**src/rtl/softmax_argmax_pkg.sv**
```systemverilog
// Shared definitions for the softmax classification stage: default sizes,
// IEEE-754 single-precision field positions and the scan FSM encoding.
package softmax_argmax_pkg;

  localparam int DEF_DATA_WIDTH = 32;
  localparam int DEF_INPUT_NUM  = 10;
  localparam int IDX_W          = 4;

  localparam int SIGN_BIT = 31;
  localparam int EXP_MSB  = 30;
  localparam int EXP_LSB  = 23;
  localparam int MAN_MSB  = 22;
  localparam int MAN_LSB  = 0;

  localparam logic [7:0] EXP_ALL_ONES = 8'hFF;

  typedef enum logic [1:0] {
    ST_IDLE = 2'd0,
    ST_SCAN = 2'd1,
    ST_DONE = 2'd2
  } state_t;

  // A float is NaN when its exponent is all ones and its mantissa is non-zero.
  function automatic logic is_nan(input logic [31:0] f);
    return (f[EXP_MSB:EXP_LSB] == EXP_ALL_ONES) && (f[MAN_MSB:MAN_LSB] != '0);
  endfunction

endpackage

```
**src/rtl/softmax_argmax_if.sv**
```systemverilog
// Bus between the softmax stage and the classification stage: the ten
// probabilities with their start level, and the class decision with its ack.
interface softmax_argmax_if #(
  parameter int DATA_WIDTH = 32,
  parameter int INPUT_NUM  = 10
);
  logic [DATA_WIDTH*INPUT_NUM-1:0] inputs;
  logic                            enable;
  logic [3:0]                      class_idx;
  logic [DATA_WIDTH-1:0]           class_prob;
  logic                            ack;

  modport master (
    output inputs, enable,
    input  class_idx, class_prob, ack
  );

  modport slave (
    input  inputs, enable,
    output class_idx, class_prob, ack
  );
endinterface

```
**src/rtl/softmax_argmax_float_greater.sv**
```systemverilog
// Combinational "a strictly greater than b" for single-precision floats.
// Signed zeros are equal, a NaN a is never greater, and any non-NaN a beats a
// NaN b so a NaN seed value is displaced by the first real number.
module float_greater
  import softmax_argmax_pkg::*;
(
  input  logic [31:0] a,
  input  logic [31:0] b,
  output logic        gt
);

  logic        w_a_nan;
  logic        w_b_nan;
  logic [30:0] w_a_mag;
  logic [30:0] w_b_mag;
  logic        w_both_zero;

  assign w_a_nan     = is_nan(a);
  assign w_b_nan     = is_nan(b);
  assign w_a_mag     = a[EXP_MSB:MAN_LSB];
  assign w_b_mag     = b[EXP_MSB:MAN_LSB];
  assign w_both_zero = (w_a_mag == '0) && (w_b_mag == '0);

  // Sign-magnitude ordering with NaN and signed-zero special cases first.
  always_comb begin
    gt = 1'b0;
    if (w_a_nan) begin
      gt = 1'b0;
    end else if (w_b_nan) begin
      gt = 1'b1;
    end else if (w_both_zero) begin
      gt = 1'b0;
    end else begin
      case ({a[SIGN_BIT], b[SIGN_BIT]})
        2'b00:   gt = (w_a_mag > w_b_mag);
        2'b01:   gt = 1'b1;
        2'b10:   gt = 1'b0;
        default: gt = (w_a_mag < w_b_mag);
      endcase
    end
  end

endmodule

```
**src/rtl/softmax_argmax.sv**
```systemverilog
// Final CNN classification: captures the ten softmax probabilities on enable,
// scans them one per clock for the largest value (lowest index on ties) and
// holds the index/value with ack until enable drops.
module softmax_argmax
  import softmax_argmax_pkg::*;
#(
  parameter int DATA_WIDTH = DEF_DATA_WIDTH,
  parameter int INPUT_NUM  = DEF_INPUT_NUM
) (
  input  logic             clk,
  input  logic             reset,
  softmax_argmax_if.slave  bus
);

  localparam logic [IDX_W-1:0] LAST_IDX = IDX_W'(INPUT_NUM - 1);

  state_t                r_state;
  state_t                w_state_nxt;

  logic [DATA_WIDTH-1:0] r_buf [INPUT_NUM];
  logic [IDX_W-1:0]      r_cnt;
  logic [DATA_WIDTH-1:0] r_best_val;
  logic [IDX_W-1:0]      r_best_idx;
  logic [IDX_W-1:0]      r_class_idx;
  logic [DATA_WIDTH-1:0] r_class_prob;
  logic                  r_ack;

  logic [DATA_WIDTH-1:0] w_elem;
  logic                  w_gt;
  logic                  w_last;
  logic [DATA_WIDTH-1:0] w_best_val_nxt;
  logic [IDX_W-1:0]      w_best_idx_nxt;

  assign w_elem         = r_buf[r_cnt];
  assign w_last         = (r_cnt == LAST_IDX);
  assign w_best_val_nxt = w_gt ? w_elem : r_best_val;
  assign w_best_idx_nxt = w_gt ? r_cnt  : r_best_idx;

  float_greater u_float_greater (
    .a  (w_elem),
    .b  (r_best_val),
    .gt (w_gt)
  );

  // FSM state register.
  always_ff @(posedge clk) begin
    if (reset) begin
      r_state <= ST_IDLE;
    end else begin
      r_state <= w_state_nxt;
    end
  end

  // Next state: capture on enable, scan to the last element, hold until enable drops.
  always_comb begin
    w_state_nxt = r_state;
    case (r_state)
      ST_IDLE: if (bus.enable)  w_state_nxt = ST_SCAN;
      ST_SCAN: if (w_last)      w_state_nxt = ST_DONE;
      ST_DONE: if (!bus.enable) w_state_nxt = ST_IDLE;
      default:                  w_state_nxt = ST_IDLE;
    endcase
  end

  // Datapath: buffer capture, running best, result load and ack.
  always_ff @(posedge clk) begin
    if (reset) begin
      for (int k = 0; k < INPUT_NUM; k++) begin
        r_buf[k] <= '0;
      end
      r_cnt        <= '0;
      r_best_val   <= '0;
      r_best_idx   <= '0;
      r_class_idx  <= '0;
      r_class_prob <= '0;
      r_ack        <= 1'b0;
    end else begin
      case (r_state)
        ST_IDLE: begin
          if (bus.enable) begin
            for (int k = 0; k < INPUT_NUM; k++) begin
              r_buf[k] <= bus.inputs[DATA_WIDTH*k +: DATA_WIDTH];
            end
            r_best_val <= bus.inputs[DATA_WIDTH-1:0];
            r_best_idx <= '0;
            r_cnt      <= IDX_W'(1);
          end
        end
        ST_SCAN: begin
          r_best_val <= w_best_val_nxt;
          r_best_idx <= w_best_idx_nxt;
          r_cnt      <= r_cnt + IDX_W'(1);
          if (w_last) begin
            r_class_idx  <= w_best_idx_nxt;
            r_class_prob <= w_best_val_nxt;
            r_ack        <= 1'b1;
          end
        end
        ST_DONE: begin
          if (!bus.enable) begin
            r_ack <= 1'b0;
          end
        end
        default: begin
          r_ack <= 1'b0;
        end
      endcase
    end
  end

  assign bus.class_idx  = r_class_idx;
  assign bus.class_prob = r_class_prob;
  assign bus.ack        = r_ack;

endmodule

```
**src/flat_wrapper.sv**
```systemverilog
// flat-port wrapper written by rule: the top's interface ports become plain ports
module softmax_argmax_flat import softmax_argmax_pkg::*;
#(
  parameter int DATA_WIDTH = DEF_DATA_WIDTH,
  parameter int INPUT_NUM  = DEF_INPUT_NUM
)
  (clk, reset, bus_inputs, bus_enable, bus_class_idx, bus_class_prob, bus_ack);
  softmax_argmax_if #(.DATA_WIDTH(DATA_WIDTH), .INPUT_NUM(INPUT_NUM)) bus_i ();
  input  logic clk;
  input  logic reset;
  input wire logic [$bits(bus_i.inputs)-1:0] bus_inputs;
  input wire logic [$bits(bus_i.enable)-1:0] bus_enable;
  output wire logic [$bits(bus_i.class_idx)-1:0] bus_class_idx;
  output wire logic [$bits(bus_i.class_prob)-1:0] bus_class_prob;
  output wire logic [$bits(bus_i.ack)-1:0] bus_ack;
  assign bus_i.inputs = bus_inputs;
  assign bus_i.enable = bus_enable;
  assign bus_class_idx = bus_i.class_idx;
  assign bus_class_prob = bus_i.class_prob;
  assign bus_ack = bus_i.ack;
  softmax_argmax #(.DATA_WIDTH(DATA_WIDTH), .INPUT_NUM(INPUT_NUM)) u_core (.clk(clk), .reset(reset), .bus(bus_i));
endmodule
```
**config.mk**
```make
export PLATFORM = sky130hd
export DESIGN_NAME = softmax_argmax_flat
export DESIGN_NICKNAME = d
export VERILOG_FILES = /design/src/rtl/softmax_argmax_pkg.sv /design/src/rtl/softmax_argmax_if.sv /design/src/rtl/softmax_argmax_float_greater.sv /design/src/rtl/softmax_argmax.sv /design/src/flat_wrapper.sv
export SDC_FILE = /design/constraint.sdc
export NUM_CORES = 1
export LEC_CHECK = 0
export BUFFER_PORTS_ARGS = -buffer_cell sky130_fd_sc_hd__buf_4
export CAP_MARGIN = 30
export CORE_ASPECT_RATIO = 0.9
export CORE_MARGIN = 3
export CORE_UTILIZATION = 61
export CTS_BUF_LIST = sky130_fd_sc_hd__clkbuf_8
export CTS_CLUSTER_DIAMETER = 80
export DETAILED_ROUTE_END_ITERATION = 8
export PLACE_DENSITY = 0.86
export SYNTH_ARGS = -nofsm -noshare
export SYNTH_HDL_FRONTEND = slang
export SYNTH_SLANG_ARGS = --single-unit
```
**constraint.sdc**
```tcl
create_clock -name clk -period 16.16 [get_ports clk]
set_input_delay 3.232 -clock clk [delete_from_list [all_inputs] [get_ports clk]]
set_output_delay 3.232 -clock clk [all_outputs]
set_load 0.05 [all_outputs]
```
# --- Word-level counts from Yosys, hierarchy flattened ---
# Memory sizes are Yosys's and may differ from the RTL's. A register that Yosys moved wholly into a read port is not among the register bits.
# Index checks and enable logic that the tools add are counted.
totals:
  output_inout_bits: 37
  register_bits: 79
  ram_bits: 320
  in_bits: 323
  memories: 1
  word_cells: 83
classes:
  bitwise: 11
  reduce_logical: 14
  n_mux: 37
  n_eq_ne: 10
  n_addsub: 1
  n_lt_le_gt_ge: 2
memory_table:
  columns: ["name", "depth", "word_bits", "read_ports", "rd_ports_with_merged_regs", "wr", "line", "source"]
  rows:
  - ["u_core.r_buf", 10, 32, 1, 1, 10, "softmax_argmax.sv:20", "logic [DATA_WIDTH-1:0] r_buf [INPUT_NUM];"]
op_table:
  columns: ["cell", "count"]
  rows:
  - ["$mux 32", 12]
  - ["$pmux 32 s2", 1]
  - ["$logic_not 31->1", 2]
  - ["$reduce_bool 23->1", 2]
  - ["$gt 31x31->1", 1]
  - ["$lt 31x31->1", 1]
  - ["$mux 4", 5]
  - ["$eq 8x8->1 const B", 2]
  - ["$pmux 4 s2", 2]
  - ["$mux 1", 11]
  - ["$or 1x1->1", 10]
  - ["$mux 2", 3]
  - ["$pmux 1 s3", 2]
  - ["$pmux 2 s3", 1]
  - ["$reduce_and 3->1", 2]
  - ["$add 4x1->4 const B", 1]
  - ["$eq 2x1->1 const B", 2]
  - ["$eq 2x2->1 const B", 2]
  - ["$eq 4x4->1 const B", 1]
  - ["$logic_not 2->1", 2]
  - ["$ne 2x2->1 const B", 2]
  - ["$reduce_and 2->1", 2]
  - ["$logic_and 1x1->1", 3]
  - ["$ne 2x1->1 const B", 1]
  - ["2 further kinds", 2]

# --- Depth between registers and ports, before layout ---
depth:
  ltp_word: 7
  depth_mapped: 19
  ltp_nobuf: 14

# --- Cells and area by module ---
# From an unflattened synthesis, not the netlist that was laid out.
unflattened:
  cells_unflattened: 1422
  hier_area_um2: 18859.3
by_module_without_submodules:
  columns: ["module", "seq_area_each_um2", "instances", "cells_per_inst", "area_per_inst_um2"]
  rows:
  - ["softmax_argmax", 11270.8, 1, 1278, 17858.4]
  - ["float_greater", 0.0, 1, 144, 1001.0]

# --- Worst setup path after synthesis ---
# Ideal clock, no wire load.
synth_path:
  path_type: "input-to-reg"
  from: "in bus_enable"
  to: "mem u_core.r_buf[0][0] (enable)"
  cell_stages: 5
  path_buffers: 1
  setup_slack_ns: 5.385
  arrival_ns: 10.107
  path_cell_list: "nand2b_1 > nor2_1 > clkbuf_1 > nor2_1 > inv_1"
synth_lines:
  columns: ["element", "line", "source"]
  rows:
  - ["from (decl)", "flat_wrapper.sv:12", "input wire logic [$bits(bus_i.enable)-1:0] bus_enable;"]
  - ["to (decl)", "softmax_argmax.sv:20", null]

==> flow_summary.ini <==
[sta]
hold_viol_final = 0
hold_ws_ns = 0.468
fin_tns_setup_ns = 0
period_needed_ns = 6.10
drv_slew = 0
final.setup.worst_slack_ns = 10.06
relSlewSlack_pct = 29.6
period_share_pct = 37.7
finalSetupViolCount = 0
worstMarginPinSlew_ns = 1.05
clock.fmax_mhz = 164
rsz0062_at_grt = false
finClkSkew_ns = 0.0332

[worst_setup_path]
cp_cell_sequence = buf_4 > mux2_2 > o22ai_1 > o31ai_1 > ha_1 > nand3_1 > or3_1 > or3_1 > o211ai_1 > o21ai_0 > a41oi_4 > buf_4 > mux2i_1 > a31oi_1
r2r_cells = 14
worstPathRequired_ns = 16.58
rrSetupSlack_ns = 10.06
crit_path_top_delay_cell = o31ai_1
r2r_end = u_core.bus.class_prob[7]
critical_path_class = reg -> reg
crit_path_start_kind = register
path_max_fanout = 61
worst_path_largest_cell_delay_ns = 0.82
arrival_ns = 6.51
endpoint_kind = register

[global_routing]
grt-ovfl-total = 0
grt_usage_pct = 32.6
use_met2_pct = 53.6
grt_pass1_vias = 15300
use_met3_pct = 6.00
grt_max_degree = 194
top_usage_layer = met2
antenna_found_initial = 1
grt_pass1_wl_um = 87600
grt_use_met1_pct = 43.0

[hold_path]
min_path_cells = 2
hold_class = reg -> reg
hold_end = u_core.bus.class_prob[22]
hp-start = u_core.bus.class_prob[22]

[route]
drc = 0
drtPass1Iterations = 8
drt_first_iter_violations = 2040
vias = 15600
avgRoutedWirePerCell_um = 24.2
antenna_left = 0
viasPerCell = 6.43
wl_um = 58800

[place]
dp_hpwl_um = 40400
port_buffers = 359
placed_cell_area_sq_mm = 0.0226
pre_cts_slack_ns = 9.73
gp_congestion = 0.952

[power_and_ir_drop]
power_frac_seq_pct = 48.1
finalPower_uw = 2610
power_density_mw_per_mm2 = 109
p_leak_uw = 0.0106
ir_drop_v = 0.0000663
p_int_uw = 1840
swShare_pct = 29.4
clkPwrFrac_pct = 31.1
p_switching_uw = 768
pwr-share-comb_pct = 20.8

[finish]
drive_gt1_share_pct = 29.4
fin_nets = 2324
seq_area_sq_mm = 0.0113
layout_commonest_cell = buf_4
multiInputGateArea_sq_mm = 0.00772
area_growth_syn_to_layout_pct = 19.9
filler_cell_count = 2084
mostFrequentLayoutCells = buf_4 (377), and3_1 (322), edfxtp_1 (320)
stdcell_area_sq_mm = 0.0239

[yosys]
ys_types = 68
dominantRegCellSynth = edfxtp_1
yosysWarnings = 0
synthCells = 1674
synth.avg_cell_area_sq_um = 11.9
seq_area_frac_synth_pct = 56.6
ys_ff_latch = 403
synth-edff-count = 320
async_flop_share_pct = 0
synth_fp_nets = 2030
netlist_area_sq_mm = 0.0199

[clock_network]
cts_sinks = 403
clkLatencyLatePin_ns = 0.59
root_buffer = clkbuf_8
cts_buffers = 66
postCtsSetupBuffers = 0
cts_tree = yes
htreeDepth = 3
ctsResizeCount = 0
clkTransAtPathRegs_ns = 0.06
ctsHoldBuffers = 0
clockBufferDepth = 3

[die]
die-width_um = 197
core-area_sq_mm = 0.0320
die-height_um = 177
initial_core_util_pct = 62.2
rows = 62
boundaryPins = 360
die-area_sq_mm = 0.0349

[job]
drv_cap = 0

[outcome]
status = complete, no violations
[flip-flops by register name, summed over array words and instances, names as in the netlist, named ones only]
name and cells:
u_core.bus.class_idx 4, u_core.r_cnt 4, u_core.r_buf 320, u_core.r_state 2
u_core.r_best_idx 4, u_core.bus.ack 1, u_core.r_best_val 32, u_core.bus.class_prob 32
[cells by family (layout without fill, tap and decap cells)]
kind of cell               after synthesis  count (layout)  share of synthesized area [%]
AOI/OAI and AO/OA                      284             284                           10.9
buffers and inverters                  200             536                           4.78
and+or+nand+nor                        584             584                           16.3
DFF                                    403             403                           56.6
other                                    0               1                              0
adders and majority gates               33              33                           2.07
muxes                                  170             170                           9.41
[power groups by stage]
stage / combinational [uW] / clock, uW / sequential (uW)
2_1_floorplan: 371 / 0 / 1270
3_3_place_gp: 498 / 0 / 1270
3_5_place_dp: 516 / 0 / 1270
4_1_cts: 520 / 816 / 1250
5_1_grt: 582 / 857 / 1260
6_report: 543 / 810 / 1260
[worst max-delay path, delay by kind of cell, from the launching register on]
kind	cells	cell delay [ns]
AOI/OAI and AO/OA	6	2.04
buffers and inverters	2	1.31
and+or+nand+nor	3	1.05
DFF	1	0.61
muxes	2	0.56
adders and majority gates	1	0.28
[worst max-delay path by stage]
stage                                           end  cells after the start
after floorplan                  u_core.r_buf[0][0]                      5
after global placement           u_core.r_buf[0][7]                      7
after detailed placement        u_core.r_buf[4][12]                      8
after CTS                     u_core.r_best_val[23]                     13
after global routing      u_core.bus.class_prob[13]                     14
final                      u_core.bus.class_prob[7]                     14
[through the flow]
stage,utilization [%],cells
detailed placement,70.7,2313
global route,74.6,2426
finish,74.6,2427
floorplan,-,1674
CTS,74.3,2423
global placement,70.3,2308
[layout make-up]
type / instances / area share [%]
multi-input cells: 1071 / 32.3
repair buffers: 385 / 12.7
well taps: 416 / 2.18
flip-flops and latches: 403 / 47.2
inverters: 41 / 0.697
clock buffers: 70 / 4.03
clock inverters: 40 / 0.828
diodes: 1 / 0.0105
[metal layers]
layer | share of wire (%) | vias up
li1 | - | 7018
met4 | 4.3 | 0
met2 | 48 | 961
met1 | 38 | 7467
met5 | 0 | -
met3 | 9.7 | 163
[synthesized netlist by cell type, types with 15 or more instances]
cell | n | area (sq um)
o21ai_0 | 35 | 175
nand3_1 | 21 | 105
o31ai_1 | 25 | 188
clkbuf_1 | 108 | 405
buf_2 | 15 | 75.1
a22oi_1 | 15 | 113
o22ai_1 | 30 | 188
mux2_2 | 81 | 912
nor2_1 | 79 | 297
o32ai_1 | 18 | 158
nand2_1 | 84 | 315
a31oi_1 | 23 | 144
mux2i_1 | 76 | 761
a22o_1 | 28 | 245
edfxtp_1 | 320 | 9610
dfxtp_1 | 83 | 1660
buf_6 | 16 | 180
ha_1 | 33 | 413
a21oi_1 | 27 | 135
and3_1 | 322 | 2010
nor4_1 | 20 | 125
inv_1 | 41 | 154
Power figures use the tool's default switching activity.
